## src/rtl/datapath_trace_monitor_if.sv

```systemverilog
// Trace readout port: one record per rd_valid & rd_ready beat, oldest first.
interface datapath_trace_monitor_if #(
    parameter int DATA_W = 32,
    parameter int CYC_W  = 16
);
    logic              rd_valid;
    logic              rd_ready;
    logic [DATA_W-1:0] rd_pc;
    logic [DATA_W-1:0] rd_instr;
    logic              rd_we;
    logic [CYC_W-1:0]  rd_cycle;

    modport master (output rd_valid, rd_pc, rd_instr, rd_we, rd_cycle, input rd_ready);
    modport slave  (input rd_valid, rd_pc, rd_instr, rd_we, rd_cycle, output rd_ready);
endinterface

```

## src/rtl/datapath_trace_monitor.sv

```systemverilog
// Ring-buffer trace of the DataPath probes with PC trigger, watchdog halt and oldest-first readout.
// Optional: define TRACE_TIMESTAMP_EN to store cycle_count with each record (else rd_cycle = 0).
module datapath_trace_monitor #(
    parameter int DATA_W     = 32,
    parameter int DEPTH      = 16,
    parameter int POST       = 8,
    parameter int CYC_W      = 16,
    parameter int MAX_CYCLES = 20
) (
    input  logic              clock,
    input  logic              reset_n,
    input  logic              arm,
    input  logic              trig_any,
    input  logic [DATA_W-1:0] trig_pc,
    input  logic [DATA_W-1:0] pc,
    input  logic [DATA_W-1:0] instruction,
    input  logic              reg_write,
    output logic [1:0]        state,
    output logic              halt,
    output logic              overflow,
    output logic [CYC_W-1:0]  cycle_count,
    datapath_trace_monitor_if.master rd
);
    localparam int PTR_W  = $clog2(DEPTH);
    localparam int CNT_W  = PTR_W + 1;
    localparam int POST_W = $clog2(POST + 1);
    localparam logic [CNT_W-1:0]  FULL   = CNT_W'(DEPTH);
    localparam logic [POST_W-1:0] POST_L = POST_W'(POST);
    localparam logic [CYC_W-1:0]  MAX_L  = CYC_W'(MAX_CYCLES);

    typedef enum logic [1:0] {
        S_IDLE    = 2'd0,
        S_ARMED   = 2'd1,
        S_CAPTURE = 2'd2,
        S_READOUT = 2'd3
    } state_e;

    state_e            state_q, state_d;
    logic              halt_q, halt_d;
    logic              overflow_q, overflow_d;
    logic [CYC_W-1:0]  cycle_q, cycle_d;
    logic [PTR_W-1:0]  wr_ptr_q, wr_ptr_d;
    logic [PTR_W-1:0]  rd_ptr_q, rd_ptr_d;
    logic [CNT_W-1:0]  count_q, count_d;
    logic [POST_W-1:0] post_q, post_d;
    logic              rd_valid_q, rd_valid_d;
    logic              halt_rise, trig, done, we_ring;

    logic [DATA_W-1:0] ring_pc [DEPTH];
    logic [DATA_W-1:0] ring_in [DEPTH];
    logic              ring_we [DEPTH];

    always_comb begin
        state_d    = state_q;
        overflow_d = overflow_q;
        wr_ptr_d   = wr_ptr_q;
        rd_ptr_d   = rd_ptr_q;
        count_d    = count_q;
        post_d     = post_q;
        rd_valid_d = rd_valid_q;
        we_ring    = 1'b0;
        done       = 1'b0;
        cycle_d    = (&cycle_q) ? cycle_q : cycle_q + 1'b1;
        halt_rise  = (MAX_CYCLES != 0) && !halt_q && (cycle_d == MAX_L);
        halt_d     = halt_q | halt_rise;
        trig       = trig_any | (pc == trig_pc);

        case (state_q)
            S_IDLE: begin
                if (arm) begin
                    state_d    = S_ARMED;
                    count_d    = '0;
                    overflow_d = 1'b0;
                    wr_ptr_d   = '0;
                end
            end
            S_ARMED, S_CAPTURE: begin
                we_ring  = 1'b1;
                wr_ptr_d = wr_ptr_q + 1'b1;
                if (count_q != FULL)
                    count_d = count_q + 1'b1;
                else if (state_q == S_ARMED)
                    overflow_d = 1'b1;
                if (state_q == S_ARMED) begin
                    if (trig) begin
                        state_d = S_CAPTURE;
                        post_d  = POST_W'(1);
                        done    = (POST == 1);
                    end
                end else begin
                    post_d = post_q + 1'b1;
                    done   = (post_d == POST_L);
                end
                // Halt overrides any trigger decision; the current sample is already committed.
                if (done || halt_rise) begin
                    state_d    = S_READOUT;
                    rd_ptr_d   = wr_ptr_d - count_d[PTR_W-1:0];
                    rd_valid_d = (count_d != '0);
                end
            end
            S_READOUT: begin
                if (!rd_valid_q) begin
                    state_d = S_IDLE;
                end else if (rd.rd_ready) begin
                    rd_ptr_d = rd_ptr_q + 1'b1;
                    count_d  = count_q - 1'b1;
                    if (count_q == CNT_W'(1)) begin
                        rd_valid_d = 1'b0;
                        state_d    = S_IDLE;
                    end
                end
            end
            default: state_d = S_IDLE;
        endcase
    end

    always_ff @(posedge clock or negedge reset_n) begin
        if (!reset_n) begin
            state_q    <= S_IDLE;
            halt_q     <= 1'b0;
            overflow_q <= 1'b0;
            cycle_q    <= '0;
            wr_ptr_q   <= '0;
            rd_ptr_q   <= '0;
            count_q    <= '0;
            post_q     <= '0;
            rd_valid_q <= 1'b0;
        end else begin
            state_q    <= state_d;
            halt_q     <= halt_d;
            overflow_q <= overflow_d;
            cycle_q    <= cycle_d;
            wr_ptr_q   <= wr_ptr_d;
            rd_ptr_q   <= rd_ptr_d;
            count_q    <= count_d;
            post_q     <= post_d;
            rd_valid_q <= rd_valid_d;
        end
    end

    // Ring storage is deliberately left unreset.
    always_ff @(posedge clock) begin
        if (we_ring) begin
            ring_pc[wr_ptr_q] <= pc;
            ring_in[wr_ptr_q] <= instruction;
            ring_we[wr_ptr_q] <= reg_write;
        end
    end

`ifdef TRACE_TIMESTAMP_EN
    logic [CYC_W-1:0] ring_ts [DEPTH];
    always_ff @(posedge clock) begin
        if (we_ring) ring_ts[wr_ptr_q] <= cycle_q;
    end
    assign rd.rd_cycle = ring_ts[rd_ptr_q];
`else
    assign rd.rd_cycle = '0;
`endif

    assign rd.rd_valid  = rd_valid_q;
    assign rd.rd_pc     = ring_pc[rd_ptr_q];
    assign rd.rd_instr  = ring_in[rd_ptr_q];
    assign rd.rd_we     = ring_we[rd_ptr_q];
    assign state        = state_q;
    assign halt         = halt_q;
    assign overflow     = overflow_q;
    assign cycle_count  = cycle_q;
endmodule

```

## src/flat_wrapper.sv

```systemverilog
// flat-port wrapper written by rule: the top's interface ports become plain ports
module datapath_trace_monitor_flat 
#(
    parameter int DATA_W     = 32,
    parameter int DEPTH      = 16,
    parameter int POST       = 8,
    parameter int CYC_W      = 16,
    parameter int MAX_CYCLES = 20
)
  (clock, reset_n, arm, trig_any, trig_pc, pc, instruction, reg_write, state, halt, overflow, cycle_count, rd_rd_valid, rd_rd_pc, rd_rd_instr, rd_rd_we, rd_rd_cycle, rd_rd_ready);
  datapath_trace_monitor_if #(.DATA_W(DATA_W), .CYC_W(CYC_W)) rd_i ();
  input  logic clock;
  input  logic reset_n;
  input  logic arm;
  input  logic trig_any;
  input  logic [DATA_W-1:0] trig_pc;
  input  logic [DATA_W-1:0] pc;
  input  logic [DATA_W-1:0] instruction;
  input  logic reg_write;
  output logic [1:0] state;
  output logic halt;
  output logic overflow;
  output logic [CYC_W-1:0] cycle_count;
  output wire logic [$bits(rd_i.rd_valid)-1:0] rd_rd_valid;
  output wire logic [$bits(rd_i.rd_pc)-1:0] rd_rd_pc;
  output wire logic [$bits(rd_i.rd_instr)-1:0] rd_rd_instr;
  output wire logic [$bits(rd_i.rd_we)-1:0] rd_rd_we;
  output wire logic [$bits(rd_i.rd_cycle)-1:0] rd_rd_cycle;
  input wire logic [$bits(rd_i.rd_ready)-1:0] rd_rd_ready;
  assign rd_rd_valid = rd_i.rd_valid;
  assign rd_rd_pc = rd_i.rd_pc;
  assign rd_rd_instr = rd_i.rd_instr;
  assign rd_rd_we = rd_i.rd_we;
  assign rd_rd_cycle = rd_i.rd_cycle;
  assign rd_i.rd_ready = rd_rd_ready;
  datapath_trace_monitor #(.DATA_W(DATA_W), .DEPTH(DEPTH), .POST(POST), .CYC_W(CYC_W), .MAX_CYCLES(MAX_CYCLES)) u_core (.clock(clock), .reset_n(reset_n), .arm(arm), .trig_any(trig_any), .trig_pc(trig_pc), .pc(pc), .instruction(instruction), .reg_write(reg_write), .state(state), .halt(halt), .overflow(overflow), .cycle_count(cycle_count), .rd(rd_i));
endmodule
```

## config.mk

```make
export PLATFORM = sky130hd
export DESIGN_NAME = datapath_trace_monitor_flat
export DESIGN_NICKNAME = d
export VERILOG_FILES = /design/src/rtl/datapath_trace_monitor_if.sv /design/src/rtl/datapath_trace_monitor.sv /design/src/flat_wrapper.sv
export SDC_FILE = /design/constraint.sdc
export NUM_CORES = 1
export LEC_CHECK = 0
export ABC_AREA = 1
export BUFFER_PORTS_ARGS = -buffer_cell sky130_fd_sc_hd__buf_2
export CORE_MARGIN = 2
export CORE_UTILIZATION = 40
export CTS_CLUSTER_SIZE = 25
export DETAILED_ROUTE_END_ITERATION = 10
export GPL_ROUTABILITY_DRIVEN = 0
export SYNTH_ARGS = -nofsm -noshare
export SYNTH_HDL_FRONTEND = slang
export SYNTH_SLANG_ARGS = --single-unit
export TNS_END_PERCENT = 20
```

## constraint.sdc

```tcl
create_clock -name clock -period 4.8 [get_ports clock]
set_clock_uncertainty 0.15 [all_clocks]
set_input_delay 0.48 -clock clock [delete_from_list [all_inputs] [get_ports clock]]
set_output_delay 0.48 -clock clock [all_outputs]
set_load 0.02 [all_outputs]
```

# Word-level counts from Yosys, hierarchy flattened
# Memory sizes are Yosys's and may differ from the RTL's.
# Index checks and enable logic that the tools add are counted.
[word_totals]
ramBits = 1040
n_memories = 3
in_bits = 102
out_inout_bits = 102
register_bits = 38
wordCells = 93
[mem_list]
columns = ["name", "depth", "word_bits", "rd", "rd_ports_with_merged_regs", "write_ports", "line", "rtl"]
rows = [
  ["u_core.ring_in", 16, 32, 1, 0, 1, "datapath_trace_monitor.sv:50", "logic [DATA_W-1:0] ring_in [DEPTH];"],
  ["u_core.ring_pc", 16, 32, 1, 0, 1, "datapath_trace_monitor.sv:49", "logic [DATA_W-1:0] ring_pc [DEPTH];"],
  ["u_core.ring_we", 16, 1, 1, 0, 1, "datapath_trace_monitor.sv:51", "logic ring_we [DEPTH];"],
]
[classes]
bitwise_logic = 2
mux = 37
n_eq_ne = 19
add_sub_neg = 7
reduce_logical = 16
[ops]
columns = ["cell", "n"]
rows = [
  ["== test 32 bit", 1],
  ["two-way mux 5 bit", 5],
  ["two-way mux 4 bit", 6],
  ["adder 16 x 1 -> 16 bit, second input constant", 1],
  ["== test 16 x 5 -> 1 bit, second input constant", 1],
  ["two-way mux 16 bit", 1],
  ["one-hot mux 4 bit (2 select lines)", 2],
  ["AND reduction 16 bit", 1],
  ["one-hot mux 5 bit (3 select lines)", 1],
  ["two-way mux 2 bit", 7],
  ["adder 4 x 1 -> 4 bit, second input constant", 3],
  ["two-way mux 1 bit", 12],
  ["!= test 2 x 1 -> 1 bit, second input constant", 4],
  ["AND reduction 4 bit", 2],
  ["!= test 2 bit, second input constant", 3],
  ["!= test 3 x 1 -> 1 bit, second input constant", 2],
  ["!= test 3 bit, second input constant", 2],
  ["one-hot mux 2 bit (3 select lines)", 1],
  ["AND reduction 2 bit", 3],
  ["adder 5 x 1 -> 5 bit, second input constant", 1],
  ["== test 5 x 1 -> 1 bit, second input constant", 1],
  ["!= test 5 bit, second input constant", 1],
  ["AND reduction 5 bit", 1],
  ["nonzero test 5 bit", 1],
  ["other kinds (14)", 18],
]

# Depth between registers and ports, before layout
[depth]
ltp_word = 7
mapped_depth = 17
ltp_nobuf = 17

# Worst setup path after synthesis
# No wires, ideal clock.
[synth_timing]
path_kind = "register to register"
startpoint = "reg u_core.state_q[0], in the netlist u_core.state[0]"
endpoint = "mem u_core.ring_in[12][0] (enable)"
arrival_time_ps = 3862
stages_incl_launch_ff = 6
required_ps = 4162
path_buffers = 1
setup_ps = 488
synth_period_minus_slack_ps = 4501
path_slack_ps = 299
path_cell_list = "dfrtp_1 -> inv_1 -> ha_1 -> buf_4 -> nand2_1 -> nor2_1"
[synth_via]
elab_chain_cells = 5
elab_cells_between_ends = 6
cone_classes = "eq/ne (2); mux (3); reduce/logical (1)"
[synth_lines]
columns = ["element", "line", "rtl"]
rows = [
  ["from (decl)", "datapath_trace_monitor.sv:38", "state_e state_q, state_d;"],
  ["from (signal assigned)", "datapath_trace_monitor.sv:129", "state_q <= state_d;"],
  ["== test 2 bit or == test 2 x 1 -> 1 bit (tied branches)", "datapath_trace_monitor.sv:68", "case (state_q)"],
  ["OR reduction 2 bit (*)", "datapath_trace_monitor.sv:68", ""],
  ["two-way mux 1 bit (*)", "datapath_trace_monitor.sv:68", ""],
  ["two-way mux 1 bit (*)", "datapath_trace_monitor.sv:143", "if (we_ring) begin"],
  ["two-way mux 1 bit (not written as such) (*)", "datapath_trace_monitor.sv:145", "ring_in[wr_ptr_q] <= instruction;"],
  ["to (decl)", "datapath_trace_monitor.sv:50", ""],
]
# Every way passes the cells marked *; elsewhere a longest branch is shown, timed or not.

# Worst setup path in the final report
[layout_timing]
startpoint = "reg u_core.rd_ptr_q[1]"
endpoint = "out rd_rd_instr[24]"
[layout_via]
elab_chain_cells = 1
[layout_lines]
columns = ["element", "line", "rtl"]
rows = [
  ["from (decl)", "datapath_trace_monitor.sv:43", "logic [PTR_W-1:0] rd_ptr_q, rd_ptr_d;"],
  ["from (signal assigned)", "datapath_trace_monitor.sv:134", "rd_ptr_q <= rd_ptr_d;"],
  ["memory read (16 x 32 bit)", "n/a", ""],
  ["to (decl)", "flat_wrapper.sv:26", "output wire logic [$bits(rd_i.rd_instr)-1:0] rd_rd_instr;"],
]
# No other way between the ends.

==> reports/summary.txt <==
Uppermost routed layer = met5
CTS Buf Count = 110
Warnings, synthesis = 0
Tmin final = 3842 ps
WP data arrival = 3210 ps
Sink Count = 1078
Site row count = 120
Register area share after synthesis = 0.7397
Final wirelength = 108700 um
Pleak = 16.65 nW
First-pass GRT wire length = 161600 um
H-tree depth = 3
F_max = 260.3 MHz
Area share of the largest cell type after synthesis = 0.7178
Max-cap violation count = 0
Power density over the cells = 594.7 nW/um^2
Clk Latency, worst-skew pair = 660 ps
Mean post-synth cell area = 14.50 um^2
Largest net degree at the start of global routing = 180
Yosys cell types = 44
Met2 wire len = 53080 um
Worst slew pin tran = 1052 ps
Status = finished, final reports clean
CTS tree = yes
Placed inst area = 46120 um^2
# setup viols final = 0
Setup repair after global routing missed its margin = no
Gate Count Post-Synth = 3000
Total congestion overflow = 0
Tcrit/Tclk final = 0.8004
# port buffers = 187
Final TNS setup = 0 ps
Power Total = 29.52 mW
Clock Path Buffers = 3
Final Slew Violations = 0
Root Driver = clkbuf_16
Relative slew margins = 0.2988
Clock-pin slew on the worst setup and hold paths = 60 ps
CP Data Required Time = 4170 ps
Ports = 204
Peak supply drop = 729.6 uV
Post-cts repair resize count = 0
Die width = 333.8 um
Layout overhead on the synthesized area = 14.08%
Detailed Place HPWL = 56450 um
Detail Route Antenna Nets = 0
CORE AREA = 107500 um^2
Hold Path Class = in -> reg
Share of cells above drive strength 1 = 0.1417
Largest area contributor in the netlist = edfxtp_1
Drt drc = 0
Crit. End Element = primary output
Filler cells = 9420
DIE AREA = 111400 um^2
WL per Instance = 23.32 um
Most frequent cells in the layout = 1040 x edfxtp_1, 390 x nor2_1, 280 x o21ai_0
Mapped Area = 43510 um^2
DR WL met3 = 5604 um
Post-CTS Setup Inserts = 0
Vias/cell = 5.535
Global Route Usage Sum = 0.1916
Startpoint types = register
Drt pass-1 iters = 6
Antenna violations before repair = 5
Post-Route Utilization = 0.4617
Initial DRC Count = 2284
Largest cells by area after synthesis = edfxtp_1 72%, mux2i_1 4.9%, o221ai_1 4.3%
Final nets = 3297
Vias in the first global route = 24.96k
Final instance area = 49630 um^2
Yosys reg bits = 1078
Starting Density = 0.4047
Final-report hold violation count = 0
CP Class = reg -> out
ANT cells = 0
Wire length on met1 = 48000 um
Die Ht = 333.8 um
Commonest non-fill, non-tap cell in the layout = edfxtp_1
Critical Path Fanout Max = 76
Via count = 25.82k
## synth_stat cells, drive strengths merged
cell type and count:
nor2 421, nand4 16, fa 1, nor3 3, or2 7, o22ai 5
o32ai 47, conb 1, buf 73, inv 74, edfxtp 1040, xnor2 14
o21ai 283, ha 18, clkbuf 141, nand3b 2, o211ai 47, xor2 18
mux2i 214, nand3 131, a21oi 4, o221ai 214, a31oi 4, nand2 180
a31o 1, o31ai 1, dfrtp 38, nor4 1, o21bai 1
## worst max-delay path, stage by stage, from the launching register on
cell and delay, ps:
dfrtp_4 990, buf_4 610, o21ai_0 200, o221ai_1 240, o211ai_1 150, nand2_1 130
buf_2 170
## area by class of cell
class	instances	area, um^2	share of cell area
clock buffers	135	2868	0.05778
clock inverters	62	466.7	0.009403
inverters	74	292.8	0.005899
multi-input cells	1649	10290	0.2073
flip-flops and latches	1078	32200	0.6487
well taps	1403	1755	0.03537
repair buffers	263	1764	0.03555
## registers in the layout, indices dropped and copies added, names as in the netlist, 2 cells and up
register / count
u_core.ring_pc: 512
u_core.wr_ptr_q: 4
u_core.post_q: 4
u_core.ring_in: 512
u_core.rd_ptr_q: 4
u_core.count_q: 5
u_core.state: 2
u_core.ring_we: 16
u_core.cycle_count: 16
## stage by stage
stage               setup slack, ps  hold WS [ps]  std cells
global placement               1671         320.6       4449
finish                        958.1         38.16       4664
global route                  713.3         24.39       4664
detailed placement             1649         350.9       4449
floorplan                     299.4         34.41       3015
CTS                           913.2         1.055       4664
## worst paths after layout
path | endpoint | cells past startpoint | slack [ps] | startpoint
min | u_core.ring_in[1][21] | 1 | 40 | instruction[21]
min reg2reg | u_core.overflow | 2 | 350 | u_core.overflow
min in group asynchronous | u_core.cycle_count[0] | 2 | 340 | reset_n
max reg2reg | u_core.ring_in[15][2] | 5 | 1730 | u_core.state[1]
max in group asynchronous | u_core.rd_ptr_q[3] | 2 | 3460 | reset_n
max | rd_rd_instr[24] | 6 | 960 | u_core.rd_ptr_q[1]
## repair_timing
| item | CTS | global route |
|---|---|---|
| endpoints found under the setup margin | 0 | 0 |
| hold buffers | 18 | 0 |
| hold endpoints to repair | 223 | 0 |
## metal layers
layer	up-vias	global-route usage
met5	-	0
met4	2	0.04687
met3	140	0.02511
met2	751	0.3193
met1	13090	0.2667
li1	11830	-
## kinds of logic (layout without fill, tap and decap cells)
kind of cell | Yosys count | in the layout | share of synthesized area
flip-flops | 1078 | 1078 | 0.7397
XOR/XNOR | 32 | 32 | 0.006442
adder cells (fa/ha/maj) | 19 | 19 | 0.005637
AND/OR/NAND/NOR | 761 | 761 | 0.07535
other | 1 | 16 | 0.00008619
buffers and inverters | 288 | 534 | 0.02790
multiplexers | 214 | 214 | 0.04923
AO/OA/AOI/OAI | 607 | 607 | 0.09568
## where the power goes
part / total (mW) / switching, mW / internal (mW)
clock: 7.98 / 3.49 / 4.49
combinational: 9.68 / 6.75 / 2.93
sequential: 11.9 / 0.418 / 11.4
total: 29.5 / 10.7 / 18.9
No activity file was read; power rests on OpenSTA's default activity.
